==> src/rtl/timer_pkg.sv <==
// Shared types and defaults for the frame/game timer.
//   timer_state_t    : controller states (IDLE, RUN, PAUSE, DONE)
//   TIMER_*          : default parameter values for frame_game_timer
//   beat_cnt_width() : width of a 0..frames-1 counter, never less than 1
package timer_pkg;

  typedef enum logic [1:0] {
    IDLE  = 2'd0,
    RUN   = 2'd1,
    PAUSE = 2'd2,
    DONE  = 2'd3
  } timer_state_t;

  localparam int TIMER_WIDTH       = 16;
  localparam int TIMER_BEAT_FRAMES = 30;
  localparam int TIMER_BEAT_W      = 8;

  function automatic int beat_cnt_width(input int frames);
    return (frames > 1) ? $clog2(frames) : 1;
  endfunction

endpackage

==> src/rtl/frame_edge_sync.sv <==
// Two-flop synchroniser plus rising-edge detector for an asynchronous
// level (vsync-derived frame strobe).
//   clk        : system clock
//   reset      : asynchronous active-low reset
//   async_in   : asynchronous level input
//   rise_pulse : one-cycle pulse, high in the cycle after the synchronised
//                level is first seen high
module frame_edge_sync (
  input  logic clk,
  input  logic reset,
  input  logic async_in,
  output logic rise_pulse
);

  logic s1_q, s2_q, s3_q;

  always_ff @(posedge clk or negedge reset) begin
    if (!reset) begin
      s1_q <= 1'b0;
      s2_q <= 1'b0;
      s3_q <= 1'b0;
    end else begin
      s1_q <= async_in;
      s2_q <= s1_q;
      s3_q <= s2_q;
    end
  end

  // Driven only by flops, so downstream logic sees a clean one-cycle pulse.
  assign rise_pulse = s2_q & ~s3_q;

endmodule

==> src/rtl/frame_game_timer.sv <==
// Song/game frame timer: counts synchronised frame edges from a start
// command up to a latched end count, with pause, abort, restart, beat
// pulses and a done pulse.
//   clk, reset  : system clock, asynchronous active-low reset
//   start       : one-cycle start/restart, latches end_count
//   pause       : level, holds the timer while in RUN/PAUSE
//   abort       : one-cycle return to IDLE (beats start)
//   new_frame   : asynchronous frame level, rising edge = one frame
//   end_count   : last frame value
//   un_time     : current frame count
//   frame_tick  : pulse when un_time shows an incremented value
//   beat        : pulse when un_time reaches a nonzero multiple of BEAT_FRAMES
//   beat_idx    : beats since start, wraps
//   running     : high in RUN
//   stop_sign   : high in DONE
//   done_pulse  : one-cycle pulse on entry to DONE
//
// state | meaning
// IDLE  | waiting for start
// RUN   | counting frames
// PAUSE | holding, frame edges discarded
// DONE  | end count reached, un_time held
module frame_game_timer
  import timer_pkg::*;
#(
  parameter int WIDTH       = TIMER_WIDTH,
  parameter int BEAT_FRAMES = TIMER_BEAT_FRAMES,
  parameter int BEAT_W      = TIMER_BEAT_W
) (
  input  logic             clk,
  input  logic             reset,
  input  logic             start,
  input  logic             pause,
  input  logic             abort,
  input  logic             new_frame,
  input  logic [WIDTH-1:0] end_count,
  output logic [WIDTH-1:0] un_time,
  output logic             frame_tick,
  output logic             beat,
  output logic [BEAT_W-1:0] beat_idx,
  output logic             running,
  output logic             stop_sign,
  output logic             done_pulse
);

  localparam int CNT_W = beat_cnt_width(BEAT_FRAMES);
  localparam logic [CNT_W-1:0] BEAT_LAST = CNT_W'(BEAT_FRAMES - 1);

  timer_state_t      state_q, state_d;
  logic [WIDTH-1:0]  un_time_q, un_time_d;
  logic [WIDTH-1:0]  end_q, end_d;
  logic [CNT_W-1:0]  beat_cnt_q, beat_cnt_d;
  logic [BEAT_W-1:0] beat_idx_q, beat_idx_d;
  logic              frame_tick_q, frame_tick_d;
  logic              beat_q, beat_d;
  logic              done_q, done_d;
  logic              tick;

  frame_edge_sync u_sync (
    .clk        (clk),
    .reset      (reset),
    .async_in   (new_frame),
    .rise_pulse (tick)
  );

  always_ff @(posedge clk or negedge reset) begin
    if (!reset) begin
      state_q      <= IDLE;
      un_time_q    <= '0;
      end_q        <= '0;
      beat_cnt_q   <= '0;
      beat_idx_q   <= '0;
      frame_tick_q <= 1'b0;
      beat_q       <= 1'b0;
      done_q       <= 1'b0;
    end else begin
      state_q      <= state_d;
      un_time_q    <= un_time_d;
      end_q        <= end_d;
      beat_cnt_q   <= beat_cnt_d;
      beat_idx_q   <= beat_idx_d;
      frame_tick_q <= frame_tick_d;
      beat_q       <= beat_d;
      done_q       <= done_d;
    end
  end

  always_comb begin
    state_d      = state_q;
    un_time_d    = un_time_q;
    end_d        = end_q;
    beat_cnt_d   = beat_cnt_q;
    beat_idx_d   = beat_idx_q;
    frame_tick_d = 1'b0;
    beat_d       = 1'b0;
    done_d       = 1'b0;

    if (abort) begin
      state_d    = IDLE;
      un_time_d  = '0;
      beat_cnt_d = '0;
      beat_idx_d = '0;
    end else if (start) begin
      // A frame edge in this cycle is deliberately dropped: count restarts at 0.
      state_d    = RUN;
      end_d      = end_count;
      un_time_d  = '0;
      beat_cnt_d = '0;
      beat_idx_d = '0;
    end else begin
      case (state_q)
        RUN: begin
          if (pause) begin
            state_d = PAUSE;
          end else if (tick) begin
            if (un_time_q == end_q) begin
              state_d = DONE;
              done_d  = 1'b1;
            end else begin
              un_time_d    = un_time_q + WIDTH'(1);
              frame_tick_d = 1'b1;
              if (beat_cnt_q == BEAT_LAST) begin
                beat_cnt_d = '0;
                beat_d     = 1'b1;
                beat_idx_d = beat_idx_q + BEAT_W'(1);
              end else begin
                beat_cnt_d = beat_cnt_q + CNT_W'(1);
              end
            end
          end
        end
        PAUSE: begin
          if (!pause) state_d = RUN;
        end
        default: ;
      endcase
    end
  end

  assign un_time    = un_time_q;
  assign frame_tick = frame_tick_q;
  assign beat       = beat_q;
  assign beat_idx   = beat_idx_q;
  assign running    = (state_q == RUN);
  assign stop_sign  = (state_q == DONE);
  assign done_pulse = done_q;

endmodule

==> config.mk <==
export PLATFORM = sky130hd
export DESIGN_NAME = frame_game_timer
export DESIGN_NICKNAME = d
export VERILOG_FILES = /design/src/rtl/timer_pkg.sv /design/src/rtl/frame_edge_sync.sv /design/src/rtl/frame_game_timer.sv
export SDC_FILE = /design/constraint.sdc
export NUM_CORES = 1
export LEC_CHECK = 0
export ABC_AREA = 1
export BUFFER_PORTS_ARGS = -buffer_cell sky130_fd_sc_hd__buf_2
export CAP_MARGIN = 20
export CORE_MARGIN = 2
export CORE_UTILIZATION = 25
export CTS_CLUSTER_DIAMETER = 100
export CTS_CLUSTER_SIZE = 24
export DETAILED_ROUTE_END_ITERATION = 12
export PLACE_DENSITY = 0.4
export SYNTH_ARGS = -nofsm -noshare
export SYNTH_HDL_FRONTEND = slang
export SYNTH_SLANG_ARGS = --single-unit
==> constraint.sdc <==
create_clock -name clk -period 3.93 [get_ports clk]
set_input_delay 0.393 -clock clk [delete_from_list [all_inputs] [get_ports clk]]
set_output_delay 0.393 -clock clk [all_outputs]
set_load 0.01 [all_outputs]
==> summary.md, run 1 <==
| Metric | Value |
|---|---|
| Status | finished, final reports clean |
| Data arrival time of the critical path | 2140 ps |
| Worst path bufs/invs | 1 |
| Die Ht | 116 um |
| Crit path top cell by count | nand2_1 |
| Crit-path cells | inv_1 -> ha_1 -> nand2_1 -> nor2_1 -> nand2_8 -> nor2_1 -> nand2_1 -> nand2_1 |
| Critical Path Start Type | flop |
| Worst setup EP type | flop |
| Fraction of layout cells with a size suffix above 1 | 18.7% |
| CORE AREA | 0.0121 sq mm |
| Synth Instances | 432 |
| Gate power share | 11.0% |
| CTS root buf | clkbuf_16 |
| First-pass GRT wire length | 14.3 mm |
| Commonest cells after routing, fill and taps aside | nand2_1 (133), nor2_1 (57), dfrtp_1 (53) |
| Switch share | 25.4% |
| Clock share of power | 42.2% |
| Fin crit period | 1900 ps |
| Synth cell types | 28 |
| Top delay family on crit path | simple AND/OR/NAND/NOR gates |
| PD cells | 337 mW/mm^2 |
| Synthesis-to-layout area growth | 19.5% |
| Final cycle utilization of the critical path | 48.3% |
| Peak VDD IR | 0.153 mV |
| CTS tree | done |
| Hold Buf Count CTS | 0 |
| Initial DRC Count | 131 |
| Sequential share of the synthesized area | 42.4% |
| Via Count | 2,805 |
| DR WL/cell | 13.0 um |
| Clock Skew | 3.50 ps |
| Synthesis Warnings | 0 |
| Switching pwr | 319 uW |
| Max_slew headroom | 61.0% |
| Highest-delay cell along the critical path | dfrtp_1 |
| Clock sink total | 53 |
| Area share of the largest cell type after synthesis | 42.4% |
| Most common cell after layout, fill and taps aside | nand2_1 |
| Die span in x | 116 um |
| I/O Pins | 51 |
| Hold_ws | 88.6 ps |
| CP required | 4170 ps |
| Detail Route Antenna Nets | 0 |
| Fin nets | 509 |
| Mapped Avg Cell Area | 7.24 sq um |
| P_int | 940 uW |
| Largest area contributor in the netlist | dfrtp_1 |
| Vias in the first global route | 2,715 |
| Least-Margin Pin Slew | 586 ps |
| DP Wirelength | 6.10 mm |
| Final setup violation count | 0 |
| DRC errors left | 0 |
| Die ar. | 0.0134 sq mm |
| Clock Pin Slew Worst Setup and Hold Paths | 70 ps |
| Asr flop ratio synth | 100% |
| Max clock buf depth | 2 |
| Synth Register Bits | 53 |
| CP Max Fanout | 18 |
| Worst path max stage delay | 420 ps |
| Routed via count divided by cell count | 4.32 |
| Htree depth | 2 |
| RSZ-0062 raised after global routing | false |
| P_leak | 1.92 nW |
| 1st-pass router iterations | 4 |
| Std-Cell Rows | 40 |
| Port Buffers | 50 |
| Synthesized Nets | 461 |
| Hold/Removal Path Class | in2async |
| Slew Limit Fails | 0 |
| Final RePlAce weighted congestion | 0.820 |
| Post-Syn Area | 0.00313 sq mm |
| Drt total wl | 8.44 mm |
| Critical path type | reg2reg |
| Clk Latency, worst-skew pair | 300 ps |
| Max Cap Viol | 0 |
| GRT overflow | 0 |
| Post-CTS setup buffers | 0 |
| Starting density of the core | 25.8% |
| Post-synth EDFFs | 0 |
| Synth Flop Type | dfrtp_1 |
| Layout Utilization | 30.9% |
| Count of final hold-check violations | 0 |
| Share of power burned in registers | 46.9% |
| Initial antenna violation count | 0 |
| Diodes inserted | 0 |
| Fin Setup TNS | 0 ps |
| Largest cells by area after synthesis | dfrtp_1 (42%), nand2_1 (16%), nor2_1 (6.8%) |
| Cts bufs inserted | 5 |
| GRT Util Overall | 13.6% |
| Pin count of the biggest net entering global routing | 33 |
| PostCTS Resize Cnt | 0 |
| Max Fclk | 0.526 GHz |
metal layers:
| layer | part of all wire [%] | track usage, % | vias to the layer above | wire [um] |
|---|---|---|---|---|
| li1 | - | - | 1466 | - |
| met1 | 50 | 19.6 | 1281 | 4230 |
| met2 | 44 | 20.6 | 47 | 3730 |
| met3 | 3.6 | 2.30 | 11 | 306 |
| met4 | 2.0 | 5.16 | 0 | 173 |
| met5 | 0 | 0 | - | 0 |
worst paths after layout:
kind	endpoint	startpoint	cells after the start	slack [ps]
hold reg to reg	u_sync.s2_q	u_sync.s1_q	0	350
hold / removal	end_q[10]	reset	1	90
min in group clk	u_sync.s1_q	new_frame	1	200
max in group asynchronous	un_time[0]	reset	2	3020
setup / recovery	un_time[13]	state_q[1]	8	2030
setup reg to reg	un_time[13]	state_q[1]	8	2030
through the flow:
step / cells / area [sq um] / total power [mW] / worst slack [ps]
after floorplan: 432 / 3130 / 0.688 / 2300
after global placement: 640 / 3540 / 0.738 / 1920
after detailed placement: 640 / 3540 / 0.740 / 1850
after CTS: 648 / 3710 / 1.28 / 2020
after global routing: 649 / 3740 / 1.32 / 1830
final: 649 / 3740 / 1.26 / 2030
cells by family (layout without fill, tap and decap cells):
family	Yosys count	in the layout	synth area share [%]
AND/OR/NAND/NOR	267	267	37.1
buffers and inverters	64	113	8.32
flip-flops	53	53	42.4
AO/OA/AOI/OAI	28	28	5.76
XOR/XNOR	13	13	3.64
adder cells (fa/ha/maj)	7	7	2.80
layout make-up:
cell class	count	area (sq um)
fillers	1381	8370
multi-input cells	315	1540
flip-flops and latches	53	1330
repair buffers	53	293
well taps	168	210
inverters	52	195
clock buffers	7	143
clock inverters	1	30.0
power groups by stage:
stage	registers, mW	logic [mW]	clock network [mW]
after floorplan	0.597	0.0913	0
final	0.590	0.138	0.531
after global placement	0.601	0.137	0
after CTS	0.591	0.139	0.548
after global routing	0.595	0.162	0.566
after detailed placement	0.601	0.139	0
cells in the mapped netlist (5+ instances only):
library cell / count
inv_1: 39
nand4_1: 9
nand2_1: 133
nand3_1: 40
inv_2: 13
ha_1: 7
clkbuf_1: 5
nor2_1: 57
xor2_1: 10
o21ai_2: 9
nor3_1: 14
dfrtp_1: 53
a21oi_1: 17
state kept, by name, indices dropped and copies added (netlist names):
register / count
beat: 1
beat_cnt_q: 5
beat_idx: 8
done_pulse: 1
end_q: 16
frame_tick: 1
state_q: 2
u_sync.s1_q: 1
u_sync.s2_q: 1
u_sync.s3_q: 1
un_time: 16
Note: power is estimated with default switching activity, not from simulation.
==> run 2, diff against run 1 <==
--- a/config.mk
+++ b/config.mk
@@ -13,7 +13,7 @@
 export CTS_CLUSTER_DIAMETER = 100
 export CTS_CLUSTER_SIZE = 24
 export DETAILED_ROUTE_END_ITERATION = 12
-export PLACE_DENSITY = 0.4
+export PLACE_DENSITY = 0.41
 export SYNTH_ARGS = -nofsm -noshare
 export SYNTH_HDL_FRONTEND = slang
 export SYNTH_SLANG_ARGS = --single-unit
==> constraint.sdc (replaced) <==
create_clock -name clk -period 1.6 [get_ports clk]
set_input_delay 0.16 -clock clk [delete_from_list [all_inputs] [get_ports clk]]
set_output_delay 0.16 -clock clk [all_outputs]
set_load 0.01 [all_outputs]
==> summary.md, run 2 (same netlist as run 1, synthesis figures left out) <==
| Metric | Value |
|---|---|
| Status | finished, final reports clean |
| Final Instance Area | 0.00439 sq mm |
| RSZ-0062 raised after global routing | true |
| Initial antenna violation count | 0 |
| Synthesis-to-layout area growth | 40.3% |
| Switching pwr | 812 uW |
| Initial DRC Count | 118 |
| First-pass GRT wire length | 14.8 mm |
| Crit path to | beat_cnt_q[0] |
| CP required | 1780 ps |
| Slew Limit Fails | 0 |
| PD cells | 676 mW/mm^2 |
| I/O Pins | 51 |
| R2r startpoint | un_time[7] |
| Switch share | 27.4% |
| Clock share of power | 36.9% |
| Via Count | 3,102 |
| Worst setup EP type | flop |
| Commonest cells after routing, fill and taps aside | nand2_1 (127), buf_4 (57), buf_2 (50) |
| Critical path type | reg2reg |
| Final RePlAce weighted congestion | 0.845 |
| Max Fclk | 0.629 GHz |
| Drt total wl | 9.37 mm |
| Hold/Removal Path Class | in2reg |
| CORE AREA | 0.0121 sq mm |
| Fraction of layout cells with a size suffix above 1 | 33.0% |
| Final setup violation count | 0 |
| Clock Skew | 11.9 ps |
| DP Area | 0.00396 sq mm |
| Gate power share | 14.4% |
| DP Wirelength | 6.63 mm |
| Std-Cell Rows | 40 |
| Fin Setup TNS | 0 ps |
| Cts bufs inserted | 5 |
| Most common cell after layout, fill and taps aside | nand2_1 |
| Fin crit period | 1590 ps |
| Fin nets | 573 |
| Port Buffers | 50 |
| CP Max Fanout | 5 |
| Max clock buf depth | 2 |
| GRT Util Overall | 14.4% |
| Setup crit start | un_time[7] |
| Clock sink total | 53 |
| Max_slew headroom | 72.9% |
| Share of power burned in registers | 48.7% |
| Clk Latency, worst-skew pair | 300 ps |
| Critical Path Start Type | flop |
| 1st-pass router iterations | 4 |
| Vias in the first global route | 2,934 |
| Wire length on met2 | 4.40 mm |
| Diodes inserted | 0 |
| Final cycle utilization of the critical path | 99.4% |
| Max Cap Viol | 0 |
| Clock Pin Slew Worst Setup and Hold Paths | 70 ps |
| CTS tree | done |
| Pin count of the biggest net entering global routing | 38 |
| Die span in x | 116 um |
| DRC errors left | 0 |
| Routed via count divided by cell count | 4.35 |
| Data arrival time of the critical path | 1770 ps |
| CTS root buf | clkbuf_16 |
| Top sig layer | met4 |
| Count of final hold-check violations | 0 |
| Die Ht | 116 um |
| Htree depth | 2 |
| Detail Route Antenna Nets | 0 |
| DR WL/cell | 13.1 um |
| Starting density of the core | 25.8% |
| Peak VDD IR | 0.395 mV |
| GRT overflow | 0 |
| Worst Reg-to-Reg Cells | 11 |
| Post-Route M1 WL | 4.55 mm |
| Die ar. | 0.0134 sq mm |
| Reg-to-reg endpoint | beat_cnt_q[0] |
| P_int | 2.15 mW |
| R2R Setup Slk | 9 ps |
| Met3 Routed Length | 263 um |
| Least-Margin Pin Slew | 406 ps |
| P_leak | 2.25 nW |
run 2: cell types whose count changed in the layout (fill, tap and decap cells not counted), sizes merged:
cell	change
buf	+58
nand2	+3
clkbuf	+2
dlygate4sd3	+2
bufinv	-1
run 2: per-layer routing:
metal | up-vias | track usage [%]
li1 | 1595 | -
met1 | 1447 | 19.6
met2 | 47 | 22.7
met3 | 13 | 2.62
met4 | 0 | 5.32
met5 | - | 0
run 2: stage by stage:
step	utilization [%]	hold slack, ps	total power, mW	setup slack (ps)	instances
finish	36.2	104	2.96	8.97	713
global route	36.2	102	3.13	-120	713
CTS	34.2	94.0	2.99	-4.24	702
detailed placement	32.7	121	1.86	-99.1	692
global placement	32.7	126	1.85	-74.5	692
floorplan	-	-136	1.69	41.6	432
run 2: critical path: stages, from the launching register on:
cell and delay (ps):
dfrtp_2 460, nand2_1 90, nand2_1 50, nor2_1 90, nand2_1 100, nor2_2 160
nand2_4 120, nand2_8 130, buf_8 130, inv_4 30, nand3b_1 60, nand2_1 50
run 2: worst min-delay path by stage:
stage	startpoint	to	slack (ps)	cells past startpoint
finish	end_count[8]	end_q[8]	100	3
global route	end_count[0]	end_q[0]	100	3
CTS	end_count[12]	end_q[12]	90	3
detailed placement	reset	end_q[9]	120	1
global placement	reset	end_q[10]	130	1
floorplan	reset	beat	-140	0
run 2: area by class of cell:
| class | instances | area (sq um) |
|---|---|---|
| multi-input cells | 318 | 1720 |
| repair buffers | 114 | 793 |
| clock buffers | 8 | 136 |
| inverters | 52 | 198 |
| well taps | 168 | 210 |
| fillers | 1329 | 7730 |
| flip-flops and latches | 53 | 1330 |
run 2: timing repair:
| action | 4_1_cts | 5_1_grt |
|---|---|---|
| pin swaps | 4 | 18 |
| gates cloned | 0 | 4 |
| buffers inserted | 1 | 7 |
| gates resized for setup | 11 | 31 |
| hold buffers | 2 | 0 |
| endpoints found under the setup margin | 24 | 33 |
| hold endpoints to repair | 17 | 0 |
run 2: power groups by stage:
stage	clock [mW]	sequential [mW]	combinational, mW
floorplan	0	1.47	0.225
global route	1.19	1.45	0.488
CTS	1.15	1.44	0.401
detailed placement	0	1.47	0.389
finish	1.09	1.44	0.428
global placement	0	1.47	0.386
